**src/rtl/ibex_xif_mem_arbiter.sv**
```systemverilog
// Two-host to one-device memory arbiter for the Ibex XIF memory path.
// Round-robin with request hold, split-access lock and in-order response routing.
module ibex_xif_mem_arbiter #(
  parameter int ADDR_WIDTH      = 32,
  parameter int DATA_WIDTH      = 32,
  parameter int INTG_WIDTH      = 7,
  parameter int MAX_OUTSTANDING = 4
) (
  input  logic                    clk_i,
  input  logic                    rst_ni,
  input  logic                    h0_req_i,
  output logic                    h0_gnt_o,
  input  logic [ADDR_WIDTH-1:0]   h0_addr_i,
  input  logic                    h0_we_i,
  input  logic [DATA_WIDTH/8-1:0] h0_be_i,
  input  logic [DATA_WIDTH-1:0]   h0_wdata_i,
  input  logic [INTG_WIDTH-1:0]   h0_wintg_i,
  input  logic                    h0_misaligned_first_i,
  output logic                    h0_rvalid_o,
  output logic [DATA_WIDTH-1:0]   h0_rdata_o,
  output logic [INTG_WIDTH-1:0]   h0_rintg_o,
  output logic                    h0_err_o,
  input  logic                    h1_req_i,
  output logic                    h1_gnt_o,
  input  logic [ADDR_WIDTH-1:0]   h1_addr_i,
  input  logic                    h1_we_i,
  input  logic [DATA_WIDTH/8-1:0] h1_be_i,
  input  logic [DATA_WIDTH-1:0]   h1_wdata_i,
  input  logic [INTG_WIDTH-1:0]   h1_wintg_i,
  input  logic                    h1_misaligned_first_i,
  output logic                    h1_rvalid_o,
  output logic [DATA_WIDTH-1:0]   h1_rdata_o,
  output logic [INTG_WIDTH-1:0]   h1_rintg_o,
  output logic                    h1_err_o,
  output logic                    dev_req_o,
  input  logic                    dev_gnt_i,
  output logic [ADDR_WIDTH-1:0]   dev_addr_o,
  output logic                    dev_we_o,
  output logic [DATA_WIDTH/8-1:0] dev_be_o,
  output logic [DATA_WIDTH-1:0]   dev_wdata_o,
  output logic [INTG_WIDTH-1:0]   dev_wintg_o,
  input  logic                    dev_rvalid_i,
  input  logic [DATA_WIDTH-1:0]   dev_rdata_i,
  input  logic [INTG_WIDTH-1:0]   dev_rintg_i,
  input  logic                    dev_err_i,
  output logic                    busy_o
);

  localparam int CW = $clog2(MAX_OUTSTANDING + 1);
  localparam int PW = (MAX_OUTSTANDING > 1) ? $clog2(MAX_OUTSTANDING) : 1;

  logic                       r_rr_last;
  logic                       r_hold;
  logic                       r_hold_sel;
  logic                       r_lock;
  logic                       r_lock_sel;
  logic [CW-1:0]              r_count;
  logic [PW-1:0]              r_wptr;
  logic [PW-1:0]              r_rptr;
  logic [MAX_OUTSTANDING-1:0] r_fifo;

  logic w_sel;
  logic w_req;
  logic w_mis;
  logic w_dev_req;
  logic w_gnt;
  logic w_pop;
  logic w_head;

  function automatic logic [PW-1:0] f_inc(input logic [PW-1:0] p);
    return (p == PW'(MAX_OUTSTANDING - 1)) ? '0 : p + 1'b1;
  endfunction

  always_comb begin
    w_sel = ~r_rr_last;
    if (r_lock)
      w_sel = r_lock_sel;
    else if (r_hold)
      w_sel = r_hold_sel;
    else if (h0_req_i ^ h1_req_i)
      w_sel = h1_req_i;
  end

  assign w_req     = w_sel ? h1_req_i : h0_req_i;
  assign w_mis     = w_sel ? h1_misaligned_first_i
                           : h0_misaligned_first_i;
  assign w_dev_req = rst_ni & w_req
                   & (r_count < CW'(MAX_OUTSTANDING));
  assign w_gnt     = dev_gnt_i & w_dev_req;
  assign w_pop     = rst_ni & dev_rvalid_i & (r_count != '0);
  assign w_head    = r_fifo[r_rptr];

  assign dev_req_o   = w_dev_req;
  assign dev_addr_o  = !rst_ni ? '0 : w_sel ? h1_addr_i  : h0_addr_i;
  assign dev_we_o    = rst_ni & (w_sel ? h1_we_i : h0_we_i);
  assign dev_be_o    = !rst_ni ? '0 : w_sel ? h1_be_i    : h0_be_i;
  assign dev_wdata_o = !rst_ni ? '0 : w_sel ? h1_wdata_i : h0_wdata_i;
  assign dev_wintg_o = !rst_ni ? '0 : w_sel ? h1_wintg_i : h0_wintg_i;

  assign h0_gnt_o    = w_gnt & ~w_sel;
  assign h1_gnt_o    = w_gnt & w_sel;
  assign h0_rvalid_o = w_pop & ~w_head;
  assign h1_rvalid_o = w_pop & w_head;
  assign h0_rdata_o  = rst_ni ? dev_rdata_i : '0;
  assign h1_rdata_o  = rst_ni ? dev_rdata_i : '0;
  assign h0_rintg_o  = rst_ni ? dev_rintg_i : '0;
  assign h1_rintg_o  = rst_ni ? dev_rintg_i : '0;
  assign h0_err_o    = rst_ni & dev_err_i;
  assign h1_err_o    = rst_ni & dev_err_i;
  assign busy_o      = r_count != '0;

  always_ff @(posedge clk_i or negedge rst_ni) begin
    if (!rst_ni) begin
      r_rr_last  <= 1'b1;
      r_hold     <= 1'b0;
      r_hold_sel <= 1'b0;
      r_lock     <= 1'b0;
      r_lock_sel <= 1'b0;
      r_count    <= '0;
      r_wptr     <= '0;
      r_rptr     <= '0;
      r_fifo     <= '0;
    end else begin
      if (w_gnt) begin
        r_rr_last      <= w_sel;
        r_fifo[r_wptr] <= w_sel;
        r_wptr         <= f_inc(r_wptr);
      end
      if (w_pop)
        r_rptr <= f_inc(r_rptr);
      case ({w_gnt, w_pop})
        2'b10:   r_count <= r_count + 1'b1;
        2'b01:   r_count <= r_count - 1'b1;
        default: r_count <= r_count;
      endcase
      // keep the device request stable until it is accepted
      if (w_gnt)
        r_hold <= 1'b0;
      else if (w_dev_req) begin
        r_hold     <= 1'b1;
        r_hold_sel <= w_sel;
      end
      if (w_gnt) begin
        if (w_mis) begin
          r_lock     <= 1'b1;
          r_lock_sel <= w_sel;
        end else if (r_lock && (w_sel == r_lock_sel))
          r_lock <= 1'b0;
      end
    end
  end

`ifndef SYNTHESIS
  a_spurious_rvalid: assert property (
    @(posedge clk_i) disable iff (!rst_ni)
    dev_rvalid_i |-> (r_count != '0))
    else $warning("device response with no outstanding request dropped");

  a_h0_stable: assert property (
    @(posedge clk_i) disable iff (!rst_ni)
    (h0_req_i && !h0_gnt_o) |=> (h0_req_i && $stable({h0_addr_i,
      h0_we_i, h0_be_i, h0_wdata_i, h0_wintg_i, h0_misaligned_first_i})))
    else $warning("host 0 changed request before grant");

  a_h1_stable: assert property (
    @(posedge clk_i) disable iff (!rst_ni)
    (h1_req_i && !h1_gnt_o) |=> (h1_req_i && $stable({h1_addr_i,
      h1_we_i, h1_be_i, h1_wdata_i, h1_wintg_i, h1_misaligned_first_i})))
    else $warning("host 1 changed request before grant");
`endif

endmodule

```
**config.mk**
```make
export PLATFORM = sky130hd
export DESIGN_NAME = ibex_xif_mem_arbiter
export DESIGN_NICKNAME = d
export VERILOG_FILES = /design/src/rtl/ibex_xif_mem_arbiter.sv
export SDC_FILE = /design/constraint.sdc
export NUM_CORES = 1
export LEC_CHECK = 0
export ABC_AREA = 1
export BUFFER_PORTS_ARGS = -buffer_cell sky130_fd_sc_hd__clkbuf_2
export CELL_PAD_IN_SITES_DETAIL_PLACEMENT = 0
export CELL_PAD_IN_SITES_GLOBAL_PLACEMENT = 1
export CORE_AREA = 2 2 140 142
export DETAILED_ROUTE_END_ITERATION = 6
export DIE_AREA = 0 0 142 144
export PLACE_DENSITY_LB_ADDON = 0.1
export SYNTH_ARGS = -nofsm -noshare
export SYNTH_HDL_FRONTEND = slang
export SYNTH_SLANG_ARGS = --single-unit
```
**constraint.sdc**
```tcl
create_clock -name clk_i -period 2.1 [get_ports clk_i]
set_input_delay 0.315 -clock clk_i [delete_from_list [all_inputs] [get_ports clk_i]]
set_output_delay 0.315 -clock clk_i [all_outputs]
set_load 0.02 [all_outputs]
```
==> implementation parameters <==
Parameter                              Value

Setup path
  Largest driver fanout on the critical path ... 16
  Slowest library cell on the worst path ... dfstp_2
  Required time worst endpoint ... 1.78 ns
  Critical path startpoint category ... flip-flop
  Critical Path End Type ... output pin
  Cell-by-cell listing of the critical path ... nor2_1 > nor2_1 > nand2_1 > nand2_2 > buf_6 > nand2_8 > clkinv_8 > buf_12 > nor2_1 > nor2_1 > clkbuf_4
  Slowest cell delay on critical path ... 0.54 ns
  Cell occurring most often along the worst timing path ... nor2_1
  Arr. time, crit path ... 1.90 ns
  Critical path class ... reg -> out

Placement
  HPWL reported at the end of detailed placement ... 12700 um
  Placed cell count ... 1032
  Global placer's final weighted congestion ... 0.806
  Setup slack after placement ... -0.00997 ns
  Number of port buffers ... 361

Yosys
  Number of nets produced by synthesis ... 700
  Post-synthesis instance total ... 493
  Average footprint of a synthesized cell ... 5.39 um^2
  Post-synth cell types ... 26
  Number of synthesis warnings ... 0
  Ys async rst share ... 1.00
  Most instantiated flip-flop cell in the synthesis netlist ... dfrtp_1
  Top cells by area, synth ... nor2_1 (23%), dfrtp_1 (14%), o21ai_0 (11%)
  Post-synth top area share ... 0.228
  Synth area leader ... nor2_1
  Total standard cell area after synthesis ... 2660 um^2
  Post-synthesis sequential area ratio ... 0.151
  Post-synthesis register bit count ... 16
  Number of synthesized flops with an enable pin ... 0

Timing
  Shortest clock period the worst path allows after layout ... 2.21 ns
  Total setup violations reported at the end of the flow ... 79
  Upper clock frequency limit ... 0.452 GHz
  Final-report max-slew violation count ... 0
  Setup ws final ... -0.111 ns
  Hold WS ... 0.0739 ns
  Slew of the pin with the lowest slew margin ... 0.327 ns
  Number of endpoints with negative hold slack in the final report ... 0
  RSZ-0062 raised after global routing ... true
  Ratio of final minimum period to clock period ... 1.05
  Clock skew after layout ... 0.00563 ns
  Normalized max-slew margin ... 0.782

Drt
  Final antenna-violating net count ... 0
  Number of iterations in the first detailed-routing pass ... 4
  Via total after detailed routing ... 4172
  Vias per cell ... 3.98
  Average wire length per cell after detail routing ... 14.9 um
  DRC errors left ... 0
  Met1 wire length ... 5670 um
  Uppermost layer routed ... met4
  Amount of wire on met2 after detailed routing ... 8410 um
  Overall routed net length ... 15600 um
  Wire length on met3 ... 1360 um
  Violation count after the first detailed-routing iteration ... 154

Floorplan
  Ports placed on the boundary ... 362
  Die boundary width ... 142 um
  Total number of placement rows ... 51
  Die area ... 20400 um^2
  Core region area ... 19100 um^2
  Vert. Die Dim ... 144 um
  Starting Density ... 0.139

GRT
  Global-route usage over all layers ... 0.134
  Maximum number of pins on one net before global-route repair ... 68
  Overflow left after global routing ... 0
  Vias in the first global route ... 3816
  Global-route wire length before repair ... 21200 um
  Antenna violations before repair ... 2

Power and ir drop
  IR Drop Worst-Case VDD ... 0.604 mV
  Leakage power ... 0.00312 uW
  Pwr dens ... 1230 nW/um^2

Finish
  Area Growth Syn to Fin ... 92.7%
  Post-Route Utilization ... 0.268
  Final net count ... 1016
  Share of cells above drive strength 1 ... 0.545
  Final cell count without fillers ... 1049

Clock network
  Clk sink count ... 16
  H-tree depth ... 1
  Clock latency on the worst-skew pair ... 0.25 ns
  Number of buffers on the longest clock path ... 2
  Buffer cell driving the clock tree root ... clkbuf_16
  Clock tree from TritonCTS ... yes
  Clock transition time at the flip-flop clock pins of the worst setup and hold paths ... 0.06 ns
  Num CTS Buffers ... 3

Outcome
  Result of the run ... finished with violations
  Violations in the final reports ... setup timing

Min path
  Worst hold path class ... in -> async

Run
  Number of maximum-capacitance constraint violations ... 0
-- where the power goes --
part | switching (uW) | total (uW) | leakage (uW) | internal [uW]
sequential | 119 | 583 | 0.000199 | 464
combinational | 3170 | 5310 | 0.00288 | 2140
clock | 135 | 425 | 0.0000442 | 290
total | 3430 | 6320 | 0.00312 | 2890
-- path summary, 6_finish.rpt --
| kind | startpoint | to | slack (ns) | depth (start not counted) |
|---|---|---|---|---|
| min | rst_ni | r_rptr[1]$_DFFE_PN0P_ | 0.07 | 2 |
| max reg2reg | r_rr_last$_DFFE_PN1P_ | r_count[2]$_DFFE_PN0P_ | -0.07 | 15 |
| max in group asynchronous | rst_ni | r_count[2]$_DFFE_PN0P_ | 1.56 | 2 |
| min in group clk_i | h1_misaligned_first_i | r_lock_sel$_DFFE_PN0P_ | 0.33 | 3 |
| max | r_rr_last$_DFFE_PN1P_ | dev_wdata_o[7] | -0.11 | 11 |
| min reg2reg | r_fifo[0]$_DFFE_PN0P_ | r_fifo[0]$_DFFE_PN0P_ | 0.48 | 2 |
-- metrics by stage --
step	area, um^2	setup TNS [ns]	total power [uW]
6_report	5120	-4.52	6320
5_1_grt	5110	-14.39	6810
4_1_cts	4920	-7.34	6020
3_5_place_dp	4430	-0.00997	4660
3_3_place_gp	4430	0	4640
2_1_floorplan	2660	0	3310
-- cell usage in the layout, fill, tap and decap left out, types with 2 or more instances in the layout --
cell type,n
buf_12,8
nor2_2,21
buf_8,2
nand2_1,71
nand2_2,2
nand3_1,7
clkbuf_2,284
a21oi_2,2
xnor2_1,2
nand4_1,5
buf_4,64
o21ai_0,17
buf_2,2
o21ai_1,57
buf_6,9
inv_1,53
o21ai_2,10
ha_1,5
diode_2,3
clkbuf_16,4
nor2_4,10
dfrtp_1,15
nor2_1,132
clkbuf_4,11
-- state kept, by name, summed over array words and instances (netlist names) --
| register | flops |
|---|---|
| r_lock | 1 |
| r_fifo | 4 |
| r_wptr | 2 |
| r_rr_last | 1 |
| r_lock_sel | 1 |
| r_hold | 1 |
| r_rptr | 2 |
| r_hold_sel | 1 |
| r_count | 3 |
-- final cells by class --
type / instances / area, um^2
flip-flops and latches: 16 / 402
fillers: 2214 / 14000
repair buffers: 383 / 2350
well taps: 238 / 298
clock buffers: 4 / 88.8
inverters: 55 / 219
diodes: 3 / 7.51
multi-input cells: 350 / 1750
-- cell usage after synthesis, types with 2 or more instances --
cell type and count:
a21oi_1 2, buf_2 14, buf_4 40, buf_6 6, clkbuf_1 12, dfrtp_1 15
ha_1 6, inv_1 54, nand2_1 71, nand2_2 3, nand3_1 8, nand4_1 5
nor2_1 161, o21ai_0 61, o21ai_1 23, xnor2_1 2
-- routing by layer --
layer / track usage / vias up
met5: 0 / -
met4: 0.0237 / 0
met3: 0.0421 / 12
met2: 0.252 / 188
met1: 0.149 / 1864
li1: - / 2108
-- cells by family after synthesis --
logic type | after synthesis | synth area share
compound gates | 88 | 0.169
xor+xnor | 2 | 0.00660
fa+ha+maj | 7 | 0.0358
buf+inv | 127 | 0.261
flops | 16 | 0.151
simple gates | 253 | 0.377
-- worst max-delay path, delay by kind of cell, from the launching register on --
| family | cells | cell delay [ns] |
|---|---|---|
| flops | 1 | 0.54 |
| buf+inv | 4 | 0.56 |
| simple gates | 7 | 0.55 |
-- what timing repair did --
action | in CTS | in global routing
endpoints found under the hold margin | 1 | 0
resized for setup | 105 | 159
pin swaps | 14 | 16
setup buffers | 6 | 2
setup endpoints to repair | 78 | 81
gates cloned | 1 | 1
hold buffers | 1 | 0
(Power assumes the default switching activity.)
